===== src/rtl/cache_wait_pkg.sv =====
// Shared types and default sizing for the cache wait-state controller.
package cache_wait_pkg;

    typedef enum logic [1:0] {
        IDLE = 2'd0,
        WAIT = 2'd1,
        DONE = 2'd2
    } wait_state_e;

    localparam int CACHE_WAIT_NUM_CH = 2;
    localparam int CACHE_WAIT_CNT_W  = 4;

endpackage


===== src/rtl/cache_wait_ch.sv =====
// One wait channel: load a count on start, count down to zero, then hold
// ready until acknowledged. Abort returns the channel to IDLE from anywhere.
//
//   state | meaning
//   ------+-----------------------------------------------------------
//   IDLE  | no access outstanding, count held at 0
//   WAIT  | counting down the programmed wait (frozen while stall_i=1)
//   DONE  | wait complete, ready_o=1 until ack_i; ack+start reloads
module cache_wait_ch
    import cache_wait_pkg::*;
#(
    parameter int CNT_W = CACHE_WAIT_CNT_W
) (
    input  logic             clk_i,
    input  logic             rst_i,
    input  logic             start_i,
    input  logic [CNT_W-1:0] load_value_i,
    input  logic             ack_i,
    input  logic             abort_i,
    input  logic             stall_i,
    output logic             ready_o,
    output logic [CNT_W-1:0] count_o,
    output logic             busy_o
);

    localparam logic [CNT_W-1:0] CNT_ONE = CNT_W'(1);

    wait_state_e      state_q, state_d;
    logic [CNT_W-1:0] cnt_q, cnt_d;

    // State and counter registers with synchronous reset.
    always_ff @(posedge clk_i) begin
        if (rst_i) begin
            state_q <= IDLE;
            cnt_q   <= '0;
        end else begin
            state_q <= state_d;
            cnt_q   <= cnt_d;
        end
    end

    // Next-state and counter logic; abort overrides everything.
    always_comb begin
        state_d = state_q;
        cnt_d   = cnt_q;
        case (state_q)
            IDLE: begin
                if (start_i) begin
                    cnt_d   = load_value_i;
                    state_d = (load_value_i == '0) ? DONE : WAIT;
                end
            end
            WAIT: begin
                if (!stall_i) begin
                    // Count of 0 cannot occur here, but finish cleanly rather than wrap.
                    if (cnt_q <= CNT_ONE) begin
                        cnt_d   = '0;
                        state_d = DONE;
                    end else begin
                        cnt_d = cnt_q - CNT_ONE;
                    end
                end
            end
            DONE: begin
                cnt_d = '0;
                if (ack_i) begin
                    if (start_i) begin
                        cnt_d   = load_value_i;
                        state_d = (load_value_i == '0) ? DONE : WAIT;
                    end else begin
                        state_d = IDLE;
                    end
                end
            end
            default: begin
                state_d = IDLE;
                cnt_d   = '0;
            end
        endcase
        if (abort_i) begin
            state_d = IDLE;
            cnt_d   = '0;
        end
    end

    assign ready_o = (state_q == DONE);
    assign count_o = cnt_q;
    assign busy_o  = (state_q != IDLE);

endmodule


===== src/rtl/cache_wait_ctrl.sv =====
// Multi-channel wait-state controller: NUM_CH independent cache_wait_ch
// instances on sliced buses, with a combined busy flag.
// Optional feature macro: WAIT_STALL_EN adds the per-channel stall_i port
// that freezes a channel's countdown while it is waiting.
module cache_wait_ctrl
    import cache_wait_pkg::*;
#(
    parameter int NUM_CH = CACHE_WAIT_NUM_CH,
    parameter int CNT_W  = CACHE_WAIT_CNT_W
) (
    input  logic                    clk_i,
    input  logic                    rst_i,
    input  logic [NUM_CH-1:0]       start_i,
    input  logic [NUM_CH*CNT_W-1:0] load_value_i,
    input  logic [NUM_CH-1:0]       ack_i,
    input  logic [NUM_CH-1:0]       abort_i,
`ifdef WAIT_STALL_EN
    input  logic [NUM_CH-1:0]       stall_i,
`endif
    output logic [NUM_CH-1:0]       ready_o,
    output logic [NUM_CH*CNT_W-1:0] count_o,
    output logic                    busy_o
);

    logic [NUM_CH-1:0] stall_w;
    logic [NUM_CH-1:0] busy_w;

`ifdef WAIT_STALL_EN
    assign stall_w = stall_i;
`else
    assign stall_w = '0;
`endif

    for (genvar g = 0; g < NUM_CH; g++) begin : g_ch
        cache_wait_ch #(
            .CNT_W (CNT_W)
        ) u_ch (
            .clk_i        (clk_i),
            .rst_i        (rst_i),
            .start_i      (start_i[g]),
            .load_value_i (load_value_i[g*CNT_W +: CNT_W]),
            .ack_i        (ack_i[g]),
            .abort_i      (abort_i[g]),
            .stall_i      (stall_w[g]),
            .ready_o      (ready_o[g]),
            .count_o      (count_o[g*CNT_W +: CNT_W]),
            .busy_o       (busy_w[g])
        );
    end

    assign busy_o = |busy_w;

endmodule


===== config.mk =====
export PLATFORM = sky130hd
export DESIGN_NAME = cache_wait_ctrl
export DESIGN_NICKNAME = d
export VERILOG_FILES = /design/src/rtl/cache_wait_pkg.sv /design/src/rtl/cache_wait_ch.sv /design/src/rtl/cache_wait_ctrl.sv
export SDC_FILE = /design/constraint.sdc
export NUM_CORES = 1
export LEC_CHECK = 0
export ABC_AREA = 1
export BUFFER_PORTS_ARGS = -buffer_cell sky130_fd_sc_hd__buf_4
export CORE_MARGIN = 2
export CORE_UTILIZATION = 50
export CTS_CLUSTER_SIZE = 40
export DETAILED_ROUTE_END_ITERATION = 12
export GPL_ROUTABILITY_DRIVEN = 0
export GPL_TIMING_DRIVEN = 0
export PLACE_DENSITY = 0.87
export SYNTH_ARGS = -nofsm -noshare
export SYNTH_HDL_FRONTEND = slang
export SYNTH_SLANG_ARGS = --single-unit
export TNS_END_PERCENT = 100

===== constraint.sdc =====
create_clock -name clk_i -period 1.65 [get_ports clk_i]
set_input_delay 0.0825 -clock clk_i [delete_from_list [all_inputs] [get_ports clk_i]]
set_output_delay 0.0825 -clock clk_i [all_outputs]
set_load 0.01 [all_outputs]

==> key figures <==
Clocking
  • Hold-fix buffers at CTS: 0
  • Root Driver: clkbuf_4
  • Clock buffer count from CTS: 3
  • PostCTS Resize Cnt: 0
  • Reg clk slew, reported paths: 0.07 ns
  • Clock Latency Late Sink: 0.29 ns
  • Htree depth: 1
  • CTS Buffer Depth: 2
  • # Post-CTS Setup Buffers: 0
  • # clock sinks: 12
  • TritonCTS clock tree: yes

Setup path
  • Crit Path Max Fanout: 5
  • Crit Path Category: reg2reg
  • Crit path from: g_ch[0].u_ch.count_o[0]$_SDFFE_PP0P_
  • Reg-to-reg startpoint: g_ch[0].u_ch.count_o[0]$_SDFFE_PP0P_
  • Worst Setup End Kind: flop
  • Crit path DAT: 1.68 ns
  • Crit path required time: 1.87 ns
  • Startpoint types: flop

Finish
  • Final Cell Area: 0.001165 mm^2
  • Final core occ: 0.6821
  • Layout cell share with drive strength beyond 1: 0.2611
  • Post-route insts no fill: 205
  • Nets: 201
  • Ant diodes: 0
  • Synthesis-to-layout area growth: 29.13%

Floorplan
  • Effective utilization at floorplan: 0.5282
  • Row cnt: 15
  • Die Area: 0.002160 mm^2
  • IO Pins: 27
  • Die X: 46.48 um
  • Core region area: 0.001708 mm^2
  • Height of the die: 46.48 um

Detailed routing
  • Residual DRC count: 0
  • Detail Route Antenna Nets: 0
  • Average vias per placed instance: 4.795
  • Final wirelength: 2020 um
  • 1st-iter DRT viols: 14
  • Via count: 983
  • WL/cell: 9.854 um
  • DRT Pass-1 Iters: 4

Synth
  • Post-Syn Nets: 170
  • Number of synthesized register bits: 12
  • Largest area contributor in the netlist: dfxtp_1
  • Largest cells by area after synthesis: dfxtp_1, nand2_1, inv_1
  • Syn Area/Cell: 6.014 um^2
  • Syn Inst Count: 150
  • Primary FF master, synth: dfxtp_1
  • Cell Area, Synth: 902.1 um^2
  • EDFF count, synth: 0
  • Synth warn: 0
  • Yosys cell types: 21
  • Synth async-reset ratio: 0
  • Area share of the largest cell type after synthesis: 0.2663
  • Seq/Total Area, Yosys: 0.2663

Worst hold path
  • Hold crit path type: in2reg
  • Hold wc startpoint: abort_i[0]

Placement
  • Area post-placement: 0.001129 mm^2
  • DP Cell Count: 201
  • Port bufs: 26
  • Post-DP HPWL: 1683 um

Global routing
  • Met1 Track Usage GR: 0.2005
  • Number of global-route vias before repair: 939
  • GRT met3 Usage: 0.04706
  • Total track usage: 0.2090
  • Routing usage on met2: 0.4028
  • Total global routing overflow: 0
  • Largest net degree at the start of global routing: 8
  • First-pass GRT wire length: 3277 um
  • Initial antenna violation count: 0
  • Gr busiest metal: met2

Timing
  • Final setup fails: 0
  • WHS: 0.06350 ns
  • Clk_skew: 0.002992 ns
  • Pins over their slew limit: 0
  • Max_slew headroom: 0.8069
  • Max Fclk: 0.6873 GHz
  • Post-layout minimum cycle time: 1.455 ns
  • Setup_tns: 0 ns
  • RSZ-0062 raised after global routing: false
  • Final hold vios: 0
  • Final worst-path cycle share: 0.8818
  • Slew @ Worst Pin: 0.2893 ns

Power and ir drop
  • Worst ir drop on vdd: 0.5166 mV
  • Static leakage: 0.5830 nW
  • P per Cell Area: 675.3 mW/mm^2

Status
  • Status: completed

Flow run
  • Max Cap Viol: 0
state kept, by name (all words and copies together) (netlist names):
name / cells
g_ch.u_ch.count_o: 8
g_ch.u_ch.state_q: 4
per-layer routing:
metal	vias up	part of all wire
met3	5	0.047
met1	424	0.41
met4	0	0.021
met2	22	0.53
met5	-	0
li1	532	-
cells in the mapped netlist, types with 2 or more instances:
master	number
nand2_1	43
inv_1	21
nor2_1	19
a21oi_1	12
dfxtp_1	12
nand3_1	9
o21ai_1	8
ha_1	4
inv_2	4
nor2_2	4
buf_4	2
nand2_2	2
nand3_2	2
layout by cell type, fill, tap and decap left out:
cell type / synthesis / routed
nand2_1: 43 / 43
buf_4: 2 / 28
inv_1: 21 / 21
nor2_1: 19 / 19
a21oi_1: 12 / 12
dfxtp_1: 12 / 12
nand3_1: 9 / 9
o21ai_1: 8 / 8
inv_2: 4 / 4
nor2_2: 4 / 4
ha_1: 4 / 4
clkbuf_4: 0 / 3
nand3_2: 2 / 2
nand2_2: 2 / 2
nand2_4: 1 / 1
a22oi_1: 1 / 1
o21ai_0: 1 / 1
a21oi_4: 1 / 1
nand4_1: 1 / 1
clkinv_2: 1 / 1
o211ai_1: 1 / 1
xnor2_1: 1 / 1
clkbuf_8: 0 / 1
power by group:
group          switching, mW  internal, mW
logic                  0.125        0.0996
registers             0.0193         0.304
clock network          0.105         0.135
worst max-delay path, stage by stage (launching register included):
cell and delay [ns]:
dfxtp_1 0.38, inv_1 0.10, ha_1 0.22, inv_1 0.07, nand2_1 0.10, a21oi_4 0.19, nand3_1 0.09, nand2_1 0.07
nand2_1 0.06, a21oi_1 0.11
metrics by stage:
stage	total power [mW]	setup WS, ns
6_report	0.7867	0.1951
5_1_grt	0.8351	0.04021
4_1_cts	0.7868	0.1690
3_5_place_dp	0.5546	0.1905
3_3_place_gp	0.5448	0.2310
2_1_floorplan	0.4735	0.3063
cell families (layout without fill, tap and decap cells):
group                      Yosys count  count (layout)  synth area share
AOI/OAI and AO/OA                   24              24            0.1512
adders and majority gates            4               4           0.05548
xor gates and xnor gates             1               1          0.009711
DFF                                 12              12            0.2663
and+or+nand+nor                     81              81            0.3911
buffers and inverters               28              58            0.1262
path summary, 6_finish.rpt:
check	endpoint	slack (ns)	cells after the start
max reg2reg	g_ch[0].u_ch.count_o[3]$_SDFFE_PP0P_	0.20	9
min	g_ch[0].u_ch.state_q[1]$_SDFFE_PP0P_	0.06	4
min reg2reg	g_ch[0].u_ch.count_o[1]$_SDFFE_PP0P_	0.49	2
max	g_ch[0].u_ch.count_o[3]$_SDFFE_PP0P_	0.20	9
area by class of cell:
type                       instances  area, um^2
multi-input combinational        110       548.0
tap                               25       31.28
sequential                        12       240.2
inverter                          26       98.84
clock buffer                       4       36.28
timing repair buffer              26       195.2
fill                             168       543.0
buffer                             2       15.01
Power figures use the tool's default switching activity.
